`src/rtl/multi_ball_hit_tracker_pkg.sv`:
```
// Shared FSM state, coordinate type and screen constants for the multi-ball hit tracker.
package multi_ball_hit_tracker_pkg;

    typedef enum logic [1:0] {
        ACCUM  = 2'd0,
        EVAL   = 2'd1,
        REPORT = 2'd2
    } state_e;

    typedef logic [9:0] coord_t;

    localparam int SCREEN_W = 640;
    localparam int SCREEN_H = 480;

    function automatic logic [3:0] popcount8(input logic [7:0] v);
        logic [3:0] n;
        n = '0;
        for (int i = 0; i < 8; i++) begin
            n = n + {3'b000, v[i]};
        end
        return n;
    endfunction

endpackage

```
`src/rtl/multi_ball_hit_tracker_ball_box_counter.sv`:
```
// Per-ball box test, saturating target-pixel counter and end-of-frame snapshot register.
module ball_box_counter
    import multi_ball_hit_tracker_pkg::*;
#(
    parameter int BALL_SIZE = 32,
    parameter int CNT_W     = 11
) (
    input  logic             clk_i,
    input  logic             rst_ni,
    input  coord_t           x_i,
    input  coord_t           y_i,
    input  logic             de_i,
    input  logic             target_i,
    input  coord_t           ball_x_i,
    input  coord_t           ball_y_i,
    input  logic             active_i,
    input  logic             snap_i,
    input  logic             clear_i,
    output logic [CNT_W-1:0] snap_o
);

    localparam logic [10:0] SPAN = 11'(BALL_SIZE - 1);

    // Box limits are widened to 11 bits so a ball near x/y=1023 does not wrap.
    logic [10:0] x_w, y_w, bx_lo, by_lo, bx_hi, by_hi;
    logic             in_box;
    logic             hit_px;
    logic [CNT_W-1:0] cnt_q, cnt_d;
    logic [CNT_W-1:0] snap_q, snap_d;

    assign x_w   = {1'b0, x_i};
    assign y_w   = {1'b0, y_i};
    assign bx_lo = {1'b0, ball_x_i};
    assign by_lo = {1'b0, ball_y_i};
    assign bx_hi = bx_lo + SPAN;
    assign by_hi = by_lo + SPAN;

    assign in_box = (x_w >= bx_lo) && (x_w <= bx_hi) && (y_w >= by_lo) && (y_w <= by_hi);
    assign hit_px = active_i && de_i && target_i && in_box;

    always_comb begin
        cnt_d = cnt_q;
        if (clear_i) begin
            cnt_d = '0;
        end else if (hit_px && (cnt_q != {CNT_W{1'b1}})) begin
            cnt_d = cnt_q + CNT_W'(1);
        end
    end

    assign snap_d = snap_i ? cnt_d : snap_q;
    assign snap_o = snap_q;

    always_ff @(posedge clk_i or negedge rst_ni) begin
        if (!rst_ni) begin
            cnt_q  <= '0;
            snap_q <= '0;
        end else begin
            cnt_q  <= cnt_d;
            snap_q <= snap_d;
        end
    end

endmodule

```
`src/rtl/multi_ball_hit_tracker.sv`:
```
// Multi-ball hit tracker: per-frame pixel counts per ball, serial hit evaluation, handshaked report.
// Optional macro HIT_SPEED_EN adds per-ball previous-frame storage and hit_speed estimation.
module multi_ball_hit_tracker
    import multi_ball_hit_tracker_pkg::*;
#(
    parameter int NUM_BALLS       = 4,
    parameter int BALL_SIZE       = 32,
    parameter int HIT_THRESHOLD   = 64,
    parameter int COOLDOWN_FRAMES = 8,
    parameter int CNT_W           = 11
) (
    input  logic                    clk,
    input  logic                    reset,
    input  logic [9:0]              x_pixel,
    input  logic [9:0]              y_pixel,
    input  logic                    DE,
    input  logic                    frame_end,
    input  logic                    is_target_color,
    input  logic [10*NUM_BALLS-1:0] ball_x,
    input  logic [10*NUM_BALLS-1:0] ball_y,
    input  logic [NUM_BALLS-1:0]    ball_active,
    output logic                    hit_valid,
    input  logic                    hit_ready,
    output logic [NUM_BALLS-1:0]    hit_mask,
    output logic [7:0]              hit_speed,
    output logic [7:0]              score,
    output logic                    overrun
);

    localparam int              CD_W     = (COOLDOWN_FRAMES < 1) ? 1 : $clog2(COOLDOWN_FRAMES + 1);
    localparam logic [CD_W-1:0] CD_LOAD  = CD_W'(COOLDOWN_FRAMES);
    localparam logic [2:0]      LAST_IDX = 3'(NUM_BALLS - 1);

    state_e               state_q, state_d;
    logic [2:0]           idx_q, idx_d;
    logic [NUM_BALLS-1:0] mask_q, mask_d;
    logic [7:0]           score_q, score_d;
    logic                 overrun_q, overrun_d;
    logic                 clear_q;
    logic                 fe_accept;

    logic [CNT_W-1:0] snap [NUM_BALLS];
    logic [CD_W-1:0]  cd_q [NUM_BALLS];
    logic [CD_W-1:0]  cd_d [NUM_BALLS];
    logic [CNT_W-1:0] sel_snap;
    logic [CD_W-1:0]  sel_cd;
    logic             sel_active;
    logic             sel_hit;

    function automatic logic [7:0] sat_score(input logic [7:0] s, input logic [3:0] add);
        logic [8:0] sum;
        sum = {1'b0, s} + {5'b00000, add};
        return sum[8] ? 8'hFF : sum[7:0];
    endfunction

    assign fe_accept = frame_end && (state_q == ACCUM);

    for (genvar g = 0; g < NUM_BALLS; g++) begin : g_ball
        ball_box_counter #(
            .BALL_SIZE(BALL_SIZE),
            .CNT_W    (CNT_W)
        ) u_cnt (
            .clk_i   (clk),
            .rst_ni  (reset),
            .x_i     (x_pixel),
            .y_i     (y_pixel),
            .de_i    (DE),
            .target_i(is_target_color),
            .ball_x_i(ball_x[10*g +: 10]),
            .ball_y_i(ball_y[10*g +: 10]),
            .active_i(ball_active[g]),
            .snap_i  (fe_accept),
            .clear_i (clear_q),
            .snap_o  (snap[g])
        );
    end

    always_comb begin
        sel_snap   = '0;
        sel_cd     = '0;
        sel_active = 1'b0;
        for (int i = 0; i < NUM_BALLS; i++) begin
            if (idx_q == 3'(i)) begin
                sel_snap   = snap[i];
                sel_cd     = cd_q[i];
                sel_active = ball_active[i];
            end
        end
    end

    assign sel_hit = (state_q == EVAL) && sel_active && (sel_cd == '0) &&
                     (32'(sel_snap) >= 32'(HIT_THRESHOLD));

    always_comb begin
        state_d   = state_q;
        idx_d     = idx_q;
        mask_d    = mask_q;
        score_d   = score_q;
        overrun_d = overrun_q;
        case (state_q)
            ACCUM: begin
                if (frame_end) begin
                    state_d = EVAL;
                    idx_d   = '0;
                    mask_d  = '0;
                end
            end
            EVAL: begin
                for (int i = 0; i < NUM_BALLS; i++) begin
                    if (sel_hit && (idx_q == 3'(i))) mask_d[i] = 1'b1;
                end
                idx_d = idx_q + 3'd1;
                if (idx_q == LAST_IDX) state_d = (mask_d != '0) ? REPORT : ACCUM;
                if (frame_end) overrun_d = 1'b1;
            end
            REPORT: begin
                if (frame_end) overrun_d = 1'b1;
                if (hit_ready) begin
                    score_d = sat_score(score_q, popcount8(8'(mask_q)));
                    state_d = ACCUM;
                end
            end
            default: state_d = ACCUM;
        endcase
    end

    // Cooldown ticks during the ball's own EVAL slot, so it sees the value from before this frame.
    always_comb begin
        for (int i = 0; i < NUM_BALLS; i++) begin
            cd_d[i] = cd_q[i];
            if (!ball_active[i]) begin
                cd_d[i] = '0;
            end else if ((state_q == EVAL) && (idx_q == 3'(i))) begin
                if (sel_hit) cd_d[i] = CD_LOAD;
                else if (cd_q[i] != '0) cd_d[i] = cd_q[i] - CD_W'(1);
            end
        end
    end

    always_ff @(posedge clk or negedge reset) begin
        if (!reset) begin
            state_q   <= ACCUM;
            idx_q     <= '0;
            mask_q    <= '0;
            score_q   <= '0;
            overrun_q <= 1'b0;
            clear_q   <= 1'b0;
        end else begin
            state_q   <= state_d;
            idx_q     <= idx_d;
            mask_q    <= mask_d;
            score_q   <= score_d;
            overrun_q <= overrun_d;
            clear_q   <= fe_accept;
        end
    end

    always_ff @(posedge clk or negedge reset) begin
        if (!reset) begin
            for (int i = 0; i < NUM_BALLS; i++) cd_q[i] <= '0;
        end else begin
            for (int i = 0; i < NUM_BALLS; i++) cd_q[i] <= cd_d[i];
        end
    end

    assign hit_valid = (state_q == REPORT);
    assign hit_mask  = hit_valid ? mask_q : '0;
    assign score     = score_q;
    assign overrun   = overrun_q;

`ifdef HIT_SPEED_EN
    logic [CNT_W-1:0] prev_q [NUM_BALLS];
    logic [CNT_W-1:0] sel_prev;
    logic [7:0]       speed_q, speed_d;

    function automatic logic [7:0] sat_speed(input logic [CNT_W-1:0] cur, input logic [CNT_W-1:0] prev);
        logic [CNT_W-1:0] diff;
        logic [CNT_W-1:0] sh;
        diff = (cur >= prev) ? (cur - prev) : (prev - cur);
        sh   = diff >> 2;
        return (32'(sh) > 32'd255) ? 8'hFF : 8'(sh);
    endfunction

    always_comb begin
        sel_prev = '0;
        for (int i = 0; i < NUM_BALLS; i++) begin
            if (idx_q == 3'(i)) sel_prev = prev_q[i];
        end
    end

    // Only the first (lowest-index) hit of the frame sets the reported speed.
    always_comb begin
        speed_d = speed_q;
        if (sel_hit && (mask_q == '0)) speed_d = sat_speed(sel_snap, sel_prev);
    end

    always_ff @(posedge clk or negedge reset) begin
        if (!reset) begin
            speed_q <= '0;
            for (int i = 0; i < NUM_BALLS; i++) prev_q[i] <= '0;
        end else begin
            speed_q <= speed_d;
            for (int i = 0; i < NUM_BALLS; i++) begin
                if ((state_q == EVAL) && (idx_q == 3'(i))) prev_q[i] <= snap[i];
            end
        end
    end

    assign hit_speed = hit_valid ? speed_q : 8'd0;
`else
    assign hit_speed = 8'd0;
`endif

endmodule

```
`config.mk`:
```
export PLATFORM = sky130hd
export DESIGN_NAME = multi_ball_hit_tracker
export DESIGN_NICKNAME = d
export VERILOG_FILES = /design/src/rtl/multi_ball_hit_tracker_pkg.sv /design/src/rtl/multi_ball_hit_tracker_ball_box_counter.sv /design/src/rtl/multi_ball_hit_tracker.sv
export SDC_FILE = /design/constraint.sdc
export NUM_CORES = 1
export LEC_CHECK = 0
export CORE_MARGIN = 4
export CORE_UTILIZATION = 25
export DETAILED_ROUTE_END_ITERATION = 6
export GPL_ROUTABILITY_DRIVEN = 1
export PLACE_DENSITY_LB_ADDON = 0.15
export SLEW_MARGIN = 20
export SYNTH_ARGS = -nofsm -noshare
export SYNTH_HDL_FRONTEND = slang
export SYNTH_SLANG_ARGS = --single-unit
```
`constraint.sdc`:
```
create_clock -name clk -period 3.1 [get_ports clk]
set_input_delay 0.775 -clock clk [delete_from_list [all_inputs] [get_ports clk]]
set_output_delay 0.775 -clock clk [all_outputs]
set_load 0.03 [all_outputs]
```
==> results.cfg <==
[run_status]
status = complete, but fails checks
failed_checks = negative setup slack

[timing]
tightest_slew_ns = 0.635
setup-violations-final = 52
fin_crit_ns = 3.67
final_max_slew_viol_count = 0
min_period_over_period_pct = 118
hold_violations = 0
whs_ns = 0.392
fin_skew_ns = 0.00848
rsz0062_at_grt = yes
relSlewSlack_pct = 57.7
fin_ws_ns = -0.570
clock.fmax_ghz = 0.272

[setup_path]
r2r-start = g_ball[0].u_cnt.cnt_q[0]
r2r-end = g_ball[0].u_cnt.cnt_q[7]
crit_type = input pin to register
r2r_setup_slack_ns = 0.66
crit_start = ball_y[21]
cp-start-kind = input pin
crit_fanout = 3
cp.arrival_ns = 3.94
ff2ff_path_depth = 9
cp.required_ns = 3.37
crit_path_end_kind = register
crit_path_end = g_ball[2].u_cnt.cnt_q[6]

[logic_synthesis]
ys_top_cells_by_count = 185 x ha_1, 122 x inv_1, 108 x nand2_1
synth_top_area_cell = dfrtp_1
syn-cell-area_um2 = 10500
yosysWarningCount = 0
ys_top_cells_by_area = dfrtp_1 24%, ha_1 22%, xnor2_1 6.1%
yosys_most_used_dff = dfrtp_1
synth_edf_count = 0
synth.distinct_cells = 84
synthArstFlopShare_pct = 100
netlist.area_leader.share_pct = 23.6
netlist_instances = 1256
yosysSeqAreaShare_pct = 23.6
syn_area_per_cell_um2 = 8.34
ys_ff_latch = 99
synth_most_common_cell = ha_1

[clocking]
cts_buffers = 9
clockBufferDepth = 2
cts_max_level = 3
clk_pin_slew_ns = 0.07
cts_tree = built
clkLatencyLatePin_ns = 0.35
cts_root_buffer = clkbuf_16
cts_num_sinks = 99
ctsHoldBuffers = 0

[layout]
fin_cells = 2188
antenna_cells = 0
drive_above_1_share_pct = 31.9
n_fill_cell = 4175
nNetsFinal = 1951
post-route-util_pct = 39.1
area_growth_pct = 53.4

[detailed_routing]
dr_wl_met3_um = 730
vias = 10500
drc = 0
wl_per_cell_um = 15.0
finalWirelength_um = 32900
viasPerCell = 4.78
dr.pass1.iters = 4
ant_nets = 0
drt-initial-drc-count = 357
routed-wl-met2_um = 15900
wl_met1_um = 15600
top_layer = met4

[grt]
grt_overflow = 0
antenna_found_initial = 0
grt_max_degree = 67
grt_pass1_vias = 10800
grt_use_total_pct = 14.5
grt_first_pass_wirelength_um = 53700

[floorplan]
die_area_um2 = 45300
coreArea_um2 = 41100
fp.dieW_um = 213
num_rows = 74
initial_core_util_pct = 25.5
die_height_um = 213
pin_count = 132

[power_and_ir_drop]
clock_power_share_pct = 24.5
p_sw_mw = 1.82
vdd_ir_drop_max_v = 0.000261
seqPwrFrac_pct = 28.6
swShare_pct = 36.8
pwr-share-comb_pct = 46.9
internal_power_mw = 3.13
p_leak_nw = 7.36
power_mw = 4.95
power_density_nw_per_um2 = 308

[place]
port_buffers = 123
dpl_worst_slack_ns = -1.42
routabilityCongestion = 0.840
dp.cells = 2132
dp_hpwl_um = 26300

[min_path]
min_path_type = input pin to async pin

[flow_run]
max_cap_viol_count = 0
state kept, by name (all words and copies together) (netlist names):
name and cells:
cd_q 16, clear_q 1, g_ball.u_cnt.cnt_q 44, g_ball.u_cnt.snap_o 20, idx_q 3, mask_q 4, overrun 1, score 8
state_q 2
kinds of logic (layout without fill, tap and decap cells):
family | Yosys count | after routing | share of synthesized area, %
AOI/OAI and AO/OA | 294 | 294 | 18.8
muxes | 14 | 14 | 1.38
adders and majority gates | 188 | 188 | 22.7
buffers and inverters | 159 | 552 | 6.40
xor gates and xnor gates | 75 | 75 | 6.27
and+or+nand+nor | 426 | 426 | 20.8
DFF | 99 | 99 | 23.6
other | 1 | 8 | 0.0358
worst min-delay path by stage:
stage | from | to | slack [ns] | depth (start not counted)
after floorplan | g_ball[2].u_cnt.snap_o[8] | g_ball[2].u_cnt.snap_o[8] | 0.44 | 2
after global placement | overrun | overrun | 0.45 | 1
after CTS | reset | cd_q[2] | 0.40 | 1
after global routing | reset | cd_q[2] | 0.41 | 1
after detailed placement | overrun | overrun | 0.45 | 1
final | reset | cd_q[2] | 0.39 | 1
cell usage in the layout, fill, tap and decap left out, types with 29 or more instances in the layout:
cell             count
ha_1               173
buf_6               35
nand2_1            100
nand3_1             43
a21oi_1             66
buf_4              259
o21ai_0             29
nand4_1             37
dfrtp_1             99
inv_1              101
nor2_1              64
xnor2_1             57
clkdlybuf4s50_1     57
timing repair:
action                                  4_1_cts  5_1_grt
gates resized for setup                     275      141
pin swaps                                   115       87
endpoints found under the setup margin       64       64
setup buffers                                36       16
cloned                                        0        0
through the flow:
| stage | instance area, µm² | setup TNS, ns |
|---|---|---|
| 4_1_cts | 15600 | -13.61 |
| 2_1_floorplan | 10900 | -9.93 |
| 3_5_place_dp | 14500 | -67.66 |
| 6_report | 16100 | -11.74 |
| 3_3_place_gp | 14500 | -65.54 |
| 5_1_grt | 16100 | -18.90 |
worst max-delay path, stage by stage:
cell and delay (ns):
buf_6 0.10, inv_4 0.05, ha_4 0.12, or3b_4 0.39, o21a_1 0.22, xnor2_2 0.14
ha_1 0.30, nand4_1 0.13, buf_6 0.14, o21ai_4 0.06, a211oi_4 0.33, o32ai_4 0.14
or4_4 0.46, or4_4 0.43, a21oi_2 0.14
power by group through the flow:
stage	registers [mW]	logic [mW]	clock network (mW)
floorplan	1.44	1.19	0
global placement	1.44	2.08	0
detailed placement	1.44	2.08	0
CTS	1.42	2.23	1.27
global route	1.43	2.59	1.33
finish	1.42	2.32	1.21
area by class of cell:
type / count / area (µm²) / area share (%)
flip-flops and latches: 99 / 2480 / 15.4
repair buffers: 416 / 3560 / 22.1
clock inverters: 4 / 76.3 / 0.475
multi-input cells: 1005 / 8520 / 53.0
inverters: 122 / 541 / 3.36
clock buffers: 10 / 239 / 1.49
well taps: 532 / 666 / 4.14
per-layer routing:
layer  GRT usage [%]  vias up
li1                -     5381
met1            19.4     4921
met2            25.5      119
met3            1.54       33
met4            3.00        0
met5               0        -
(Power assumes the default switching activity.)
